`src/rtl/estacao_reserva_soma.sv`:
```
// Reservation station for the add/sub unit: holds issued instructions until both
// operands arrive (directly or from the CDB), dispatches one per cycle and holds the result for the CDB.
module estacao_reserva_soma #(
    parameter int N_ENT  = 3,
    parameter int TAG_W  = 3,
    parameter int DADO_W = 16
) (
    input  logic              Clock,
    input  logic              Resetn,
    input  logic              emite_valido,
    output logic              emite_pronto,
    input  logic [2:0]        emite_op,
    input  logic [TAG_W-1:0]  emite_tag,
    input  logic [DADO_W-1:0] emite_Vj,
    input  logic [DADO_W-1:0] emite_Vk,
    input  logic [TAG_W-1:0]  emite_Qj,
    input  logic [TAG_W-1:0]  emite_Qk,
    input  logic              cdb_valido,
    input  logic [TAG_W-1:0]  cdb_tag,
    input  logic [DADO_W-1:0] cdb_dado,
    output logic [DADO_W-1:0] Dado1,
    output logic [DADO_W-1:0] Dado2,
    output logic [2:0]        op,
    input  logic [DADO_W-1:0] Resultado,
    output logic              res_valido,
    output logic [TAG_W-1:0]  res_tag,
    output logic [DADO_W-1:0] res_dado,
    input  logic              res_concedido
);
    localparam int IDX_W = (N_ENT > 1) ? $clog2(N_ENT) : 1;

    logic [N_ENT-1:0]  ocupado_reg, ocupado_next;
    logic [2:0]        op_reg  [N_ENT];
    logic [TAG_W-1:0]  tag_reg [N_ENT];
    logic [TAG_W-1:0]  qj_reg  [N_ENT];
    logic [TAG_W-1:0]  qk_reg  [N_ENT];
    logic [DADO_W-1:0] vj_reg  [N_ENT];
    logic [DADO_W-1:0] vk_reg  [N_ENT];

    logic              emite_pronto_reg;
    logic              res_valido_reg;
    logic [TAG_W-1:0]  res_tag_reg;
    logic [DADO_W-1:0] res_dado_reg;

    logic [N_ENT-1:0]  pronto, captura_j, captura_k;
    logic [IDX_W-1:0]  livre_idx, desp_idx;
    logic              tem_pronto, aceita, despacha;
    logic              bypass_j, bypass_k;
    logic [DADO_W-1:0] ins_vj, ins_vk;
    logic [TAG_W-1:0]  ins_qj, ins_qk;

    genvar gi;
    generate
        for (gi = 0; gi < N_ENT; gi++) begin : g_ent
            assign pronto[gi]    = ocupado_reg[gi] && (qj_reg[gi] == '0) && (qk_reg[gi] == '0);
            assign captura_j[gi] = ocupado_reg[gi] && cdb_valido && (qj_reg[gi] != '0) && (qj_reg[gi] == cdb_tag);
            assign captura_k[gi] = ocupado_reg[gi] && cdb_valido && (qk_reg[gi] != '0) && (qk_reg[gi] == cdb_tag);
        end
    endgenerate

    // Lowest-index free entry and lowest-index ready entry
    always_comb begin
        livre_idx  = '0;
        desp_idx   = '0;
        tem_pronto = 1'b0;
        for (int i = N_ENT - 1; i >= 0; i--) begin
            if (!ocupado_reg[i]) begin
                livre_idx = IDX_W'(i);
            end
            if (pronto[i]) begin
                desp_idx   = IDX_W'(i);
                tem_pronto = 1'b1;
            end
        end
    end

    assign aceita   = emite_valido && emite_pronto_reg;
    assign despacha = tem_pronto && (!res_valido_reg || res_concedido);

    // Operand forwarded straight from the CDB when its producer broadcasts during issue
    assign bypass_j = cdb_valido && (emite_Qj != '0) && (emite_Qj == cdb_tag);
    assign bypass_k = cdb_valido && (emite_Qk != '0) && (emite_Qk == cdb_tag);
    assign ins_vj   = bypass_j ? cdb_dado : emite_Vj;
    assign ins_vk   = bypass_k ? cdb_dado : emite_Vk;
    assign ins_qj   = bypass_j ? '0 : emite_Qj;
    assign ins_qk   = bypass_k ? '0 : emite_Qk;

    always_comb begin
        ocupado_next = ocupado_reg;
        if (despacha) begin
            ocupado_next[desp_idx] = 1'b0;
        end
        if (aceita) begin
            ocupado_next[livre_idx] = 1'b1;
        end
    end

    always_ff @(posedge Clock or negedge Resetn) begin
        if (!Resetn) begin
            ocupado_reg      <= '0;
            emite_pronto_reg <= 1'b1;
            for (int i = 0; i < N_ENT; i++) begin
                op_reg[i]  <= '0;
                tag_reg[i] <= '0;
                vj_reg[i]  <= '0;
                vk_reg[i]  <= '0;
                qj_reg[i]  <= '0;
                qk_reg[i]  <= '0;
            end
        end else begin
            ocupado_reg      <= ocupado_next;
            emite_pronto_reg <= ~&ocupado_next;
            for (int i = 0; i < N_ENT; i++) begin
                if (aceita && (livre_idx == IDX_W'(i))) begin
                    op_reg[i]  <= emite_op;
                    tag_reg[i] <= emite_tag;
                    vj_reg[i]  <= ins_vj;
                    vk_reg[i]  <= ins_vk;
                    qj_reg[i]  <= ins_qj;
                    qk_reg[i]  <= ins_qk;
                end else begin
                    if (captura_j[i]) begin
                        vj_reg[i] <= cdb_dado;
                        qj_reg[i] <= '0;
                    end
                    if (captura_k[i]) begin
                        vk_reg[i] <= cdb_dado;
                        qk_reg[i] <= '0;
                    end
                end
            end
        end
    end

    // A dispatch reloads the result register even in the cycle its previous value is granted
    always_ff @(posedge Clock or negedge Resetn) begin
        if (!Resetn) begin
            res_valido_reg <= 1'b0;
            res_tag_reg    <= '0;
            res_dado_reg   <= '0;
        end else if (despacha) begin
            res_valido_reg <= 1'b1;
            res_tag_reg    <= tag_reg[desp_idx];
            res_dado_reg   <= Resultado;
        end else if (res_concedido) begin
            res_valido_reg <= 1'b0;
        end
    end

    always_comb begin
        op    = 3'b000;
        Dado1 = '0;
        Dado2 = '0;
        if (despacha) begin
            op    = op_reg[desp_idx];
            Dado1 = vj_reg[desp_idx];
            Dado2 = vk_reg[desp_idx];
        end
    end

    assign emite_pronto = emite_pronto_reg;
    assign res_valido   = res_valido_reg;
    assign res_tag      = res_tag_reg;
    assign res_dado     = res_dado_reg;

endmodule
```
`config.mk`:
```
export PLATFORM = sky130hd
export DESIGN_NAME = estacao_reserva_soma
export DESIGN_NICKNAME = d
export VERILOG_FILES = /design/src/rtl/estacao_reserva_soma.sv
export SDC_FILE = /design/constraint.sdc
export NUM_CORES = 1
export LEC_CHECK = 0
export ABC_CLOCK_PERIOD_IN_PS = 3000
export CAP_MARGIN = 20
export CELL_PAD_IN_SITES_DETAIL_PLACEMENT = 0
export CELL_PAD_IN_SITES_GLOBAL_PLACEMENT = 1
export CORE_MARGIN = 4
export CORE_UTILIZATION = 30
export CTS_CLUSTER_DIAMETER = 40
export DETAILED_ROUTE_END_ITERATION = 7
export PLACE_DENSITY = 0.65
export SYNTH_ARGS = -nofsm -noshare
export SYNTH_HDL_FRONTEND = slang
export SYNTH_SLANG_ARGS = --single-unit
```
`constraint.sdc`:
```
create_clock -name Clock -period 3 [get_ports Clock]
set_input_delay 0.6 -clock Clock [delete_from_list [all_inputs] [get_ports Clock]]
set_output_delay 0.6 -clock Clock [all_outputs]
set_load 0.1 [all_outputs]
```
# Yosys cells after proc, flatten, opt, wreduce, memory -nomap -nowiden
# Cells that the tools add are included.
[totals]
ff_bits = 156
latch_bits = 0
ramBits = 0
romBits = 0
in_bits = 84
memories = 0
[op_classes]
add_sub_neg = 0
mul = 0
div_mod_pow = 0
n_lt_le_gt_ge = 5
eq_ne = 10
shift = 0
mux = 60
n_bitwise = 4
reduce_logical = 58
[ops]
columns = ["operator", "n"]
rows = [
  ["2-to-1 mux 16 bit", 20],
  ["binary-select mux 16 bit (select 2 bit)", 2],
  ["2-to-1 mux 3 bit", 21],
  ["logical AND 1 bit", 32],
  ["== test 3 bit", 8],
  ["nonzero test 3 bit", 8],
  ["logical NOT 3 bit", 6],
  ["nonzero test 2 bit", 7],
  ["binary-select mux 3 bit (select 2 bit)", 2],
  ["2-to-1 mux 2 bit", 6],
  ["2-to-1 mux 1 bit", 7],
  ["less-than comparator 2 x 3 -> 1 bit, second input constant", 2],
  ["demux 1 bit (select 2 bit)", 2],
  [">= comparator 2 x 1 -> 1 bit, second input constant", 2],
  ["bitwise AND 3 bit", 1],
  [">= comparator 3 bit, second input constant", 1],
  ["NOT 2 -> 3 bit", 1],
  ["NOT 3 bit", 1],
  ["bitwise OR 3 bit", 1],
  ["AND reduction 3 bit", 1],
  ["== test 2 x 1 -> 1 bit, second input constant", 1],
  ["== test 2 bit, second input constant", 1],
  ["logical NOT 1 bit", 2],
  ["logical NOT 2 bit", 1],
  ["logical OR 1 bit", 1],
]

# Logic depth before layout (Yosys ltp)
[logic_depth]
word_depth = 17
depth_mapped = 9

# Worst setup path after synthesis
# No wires, ideal clock.
[synth_path]
kind = "register to output"
startpoint = "reg res_valido_reg, in the netlist res_valido"
endpoint = "out Dado2[2]"
t_arrival_ns = 2.647
t_required_ns = 2.400
slack_ns = -0.247
stages_incl_launch_ff = 6
path_cell_list = "dfrtp_1 > nor2b_1 > nor4_1 > buf_2 > a222oi_1 > inv_1"
[synth_via]
elab_chain_cells = 4
[synth_lines]
columns = ["item", "line_no", "rtl"]
rows = [
  ["start, declared", "41", "logic res_valido_reg;"],
  ["start signal, assigned", "138", "res_valido_reg <= 1'b0;"],
  ["start signal, assigned", "142", "res_valido_reg <= 1'b1;"],
  ["start signal, assigned", "146", "res_valido_reg <= 1'b0;"],
  ["logical NOT 1 bit", "78", "assign despacha = tem_pronto && (!res_valido_reg || res_concedido);"],
  ["logical OR 1 bit", "78", ""],
  ["logical AND 1 bit", "78", ""],
  ["2-to-1 mux 16 bit", "154", "if (despacha) begin"],
  ["end, declared", "22", "output logic [DADO_W-1:0] Dado2,"],
]
# No other way between the ends.

# Worst setup path after layout
[layout_path]
startpoint = "reg qj_reg[5] in the netlist's numbering"
endpoint = "out Dado2[4]"
[layout_via]
elab_chain_cells = 10
[layout_lines]
columns = ["item", "line_no", "rtl"]
rows = [
  ["start, declared", "35", "logic [TAG_W-1:0] qj_reg [N_ENT];"],
  ["start signal, assigned by index", "119", "qj_reg[i] <= ins_qj;"],
  ["logical NOT 3 bit *", "55", "assign pronto[gi] = ocupado_reg[gi] && (qj_reg[gi] == '0) && (qk_reg[gi] == '0);"],
  ["logical AND 1 bit * (2 in series)", "55", ""],
  ["2-to-1 mux 2 bit (2 in series)", "70", "if (pronto[i]) begin"],
  ["NOT 2 -> 3 bit (implied by the code)", "157", "Dado2 = vk_reg[desp_idx];"],
  ["binary-select mux 16 bit (select 2 bit)", "157", ""],
  ["2-to-1 mux 16 bit (implied by the code) (2 in series)", "157", ""],
  ["2-to-1 mux 16 bit *", "154", ""],
]
# Every way passes the cells marked *; elsewhere a longest branch is shown, timed or not. The select of a mux whose other input is x is not followed.

==> key figures <==
Cells and area
  • Fin nets: 1003
  • Post-layout util: 43.33%
  • Area Growth Syn to Fin: 42.40%
  • Layout cells sized above 1: 35.73%
  • Number of diodes: 0

Synthesis
  • Synth Instances: 745
  • Register area share after synthesis: 49.25%
  • Synth Area per Inst: 10.64 um^2
  • Async SR Flop Fraction: 100.0%
  • Top cell type's share of synthesized area: 48.92%
  • EDFF count, synth: 0
  • Register bit total from synthesis: 156
  • Post-Syn Nets: 829
  • Cell taking the most area after synthesis: dfrtp_1
  • Top_reg_cell synth: dfrtp_1
  • Post-synth design cell area: 7929 um^2
  • Top post-synthesis cells by area: dfrtp_1 (49%), o221a_2 (11%), or3_1 (6.4%)
  • Library cells used by synthesis: 52
  • Syn. warnings: 0

Route
  • ANT nets after route: 0
  • DRC violations left: 0
  • DR WL/cell: 21.06 um
  • DR pass1 iterations: 7
  • Vias per cell: 5.402
  • Via count: 6844
  • Final WL: 26680 um
  • First DRT Iteration DRCs: 767

STA
  • Minimum clock period: 3.339 ns
  • FMAX: 299.5 MHz
  • Final Max Tran Viols: 0
  • Worst slew pin tran: 1.073 ns
  • Clk_skew: 0.01330 ns
  • Slew margin rel.: 28.46%
  • Tcrit/Tclk final: 111.3%
  • RSZ-0062 raised after global routing: true
  • # setup viols final: 35
  • PnR worst setup slack: -0.3392 ns
  • Hold Slack: 0.1143 ns
  • Final hold violation count: 0

Worst setup path
  • Startpoint types: flip-flop
  • Crit-path slowest cell: or4_4
  • CP max FO: 7
  • Max stage delay on crit path: 0.56 ns
  • Setup CP Type: flip-flop to output pin
  • Top cell by count, worst path: buf_12
  • Crit end category: output pin
  • Cell family with most CP delay: simple AND/OR/NAND/NOR gates
  • CP arrival: 2.74 ns
  • Critical Path RT: 2.40 ns
  • Bufs and invs on worst path: 5
  • CP cell instances: or4_4 > nor4_4 > buf_4 > nor4_4 > buf_12 > buf_12 > a222oi_1 > inv_2 > buf_12

Die
  • Starting density of the core: 30.43%
  • Core footprint: 26060 um^2
  • Std-Cell Rows: 59
  • DIE AREA: 29090 um^2
  • Die H: 170.6 um
  • Boundary pin count: 140
  • Die X-Extent: 170.6 um

Placement
  • I/O Buffers: 139
  • GPL Wtd Cong: 0.7806
  • HPWL Detailed: 17820 um

Clock network
  • Root Buffer: clkbuf_16
  • H-tree depth: 4
  • Hold-fix buffers, CTS: 0
  • Clk buf depth: 2
  • CTS tree: yes
  • Clk_lat worst skew: 0.43 ns
  • Clock sink count: 156
  • Num CTS Buffers: 17
  • Worst-path clk slew: 0.07 ns

Worst hold path
  • Worst min path class: primary input to async pin

Global routing
  • Antenna violations before repair: 0
  • First-pass GRT wire length: 42100 um
  • Pin count of the biggest net entering global routing: 53
  • Vias in the first global route: 7187
  • Congestion Overflow GR: 0
  • Total GRT Usage: 18.60%

Power and ir drop
  • Pleak: 4.812 nW
  • Power Density: 1325 nW/um^2
  • Final Power: 14.96 mW
  • VDD IR-drop max: 0.001009 V

Status
  • Outcome: finished with violations
  • Failing checks: setup timing

Flow run
  • Max cap viols: 0
==> power by group <==
group | switching, mW | internal, mW | total, mW
sequential | 0.722 | 3.15 | 3.87
clock | 0.943 | 1.13 | 2.07
combinational | 5.44 | 3.59 | 9.03
total | 7.10 | 7.86 | 15.0
==> path summary, 6_finish.rpt <==
check / start / endpoint / slack (ns) / cells after the start
setup / recovery: qj_reg[5] / Dado2[4] / -0.34 / 9
hold / removal: Resetn / vj_reg[13] / 0.11 / 1
setup reg to reg: qj_reg[5] / res_dado[10] / 0.29 / 11
hold reg to reg: tag_reg[4] / tag_reg[4] / 0.47 / 2
max in group asynchronous: Resetn / vk_reg[25] / 2.10 / 2
min in group Clock: tag_reg[4] / tag_reg[4] / 0.47 / 2
==> kinds of logic after synthesis <==
kind of cell / count (synthesis) / synth area share [%]
AND/OR/NAND/NOR: 242 / 15.78
AO/OA/AOI/OAI: 180 / 23.34
flip-flops: 156 / 49.25
buffers and inverters: 132 / 7.211
multiplexers: 19 / 2.651
XOR/XNOR: 16 / 1.767
==> synthesized netlist by cell type (2+ instances only) <==
library cell,instances
nand2_1,84
dfrtp_1,155
nor2_1,13
nor3b_1,2
or4_1,2
a21oi_1,5
or3_1,81
buf_6,4
or3b_1,3
xor2_1,8
o221a_2,80
mux2_2,16
buf_2,21
a211o_1,3
o22ai_1,12
nand2b_1,3
a211oi_2,2
nor4_1,5
inv_1,68
a32o_1,3
or2_2,4
a221oi_2,9
xnor2_1,8
a22o_1,9
nor3_1,19
a221oi_1,8
nand3_1,13
clkbuf_1,35
and3_1,8
mux2i_1,3
a222oi_1,32
buf_4,2
o21ai_0,6
==> metrics by stage <==
step / worst slack (ns) / area [um^2] / TNS, ns / cells
2_1_floorplan: 0.09887 / 7939 / 0 / 745
3_3_place_gp: -0.1789 / 10430 / -4.783 / 1217
3_5_place_dp: -0.2196 / 10430 / -6.176 / 1217
4_1_cts: -0.3727 / 11210 / -10.46 / 1264
5_1_grt: -0.4793 / 11290 / -14.28 / 1267
6_report: -0.3392 / 11290 / -10.12 / 1267
==> layout by cell type, fill, tap and decap left out, types with 29 or more instances in the layout <==
| cell | netlist | routed |
|---|---|---|
| buf_4 | 2 | 77 |
| inv_2 | 0 | 29 |
| dfrtp_1 | 155 | 155 |
| clkdlybuf4s50_1 | 0 | 82 |
| o221a_2 | 80 | 80 |
| a222oi_1 | 32 | 32 |
| nand2_1 | 84 | 84 |
| inv_1 | 68 | 39 |
| or3_1 | 81 | 81 |
| buf_12 | 0 | 53 |
==> per-layer routing <==
| metal | up-vias | global-route usage (%) | share of wire [%] | wire length, um |
|---|---|---|---|---|
| met1 | 3384 | 27.10 | 46 | 12360 |
| met3 | 24 | 3.604 | 6.8 | 1811 |
| met4 | 0 | 4.444 | 1.6 | 419 |
| met5 | - | 0 | 0 | 0 |
| li1 | 3166 | - | - | - |
| met2 | 270 | 28.66 | 45 | 12090 |
==> what timing repair did <==
item | in CTS | in global routing
resized for setup | 13 | 4
pin swaps | 33 | 4
hold endpoints to repair | 0 | 0
buffers inserted | 13 | 3
endpoints found under the setup margin | 35 | 35
cloned | 2 | 1
==> worst register-to-register path, cell delays in order (launching register included) <==
cell and delay, ns:
dfrtp_1 0.38, or4_4 0.56, nor4_4 0.14, buf_4 0.17, buf_4 0.11, buf_6 0.09, buf_6 0.11, o31a_1 0.13
buf_4 0.16, buf_4 0.12, buf_4 0.27, mux2_2 0.39
==> cell type report <==
cell class / count / area (um^2)
fill: 2497 / 14770
tap: 335 / 419.2
clock buffer: 20 / 456.7
inverter: 68 / 255.2
clock inverter: 12 / 103.9
multi-input combinational: 457 / 3561
sequential: 156 / 3905
timing repair buffer: 219 / 2590
(Power assumes the default switching activity.)
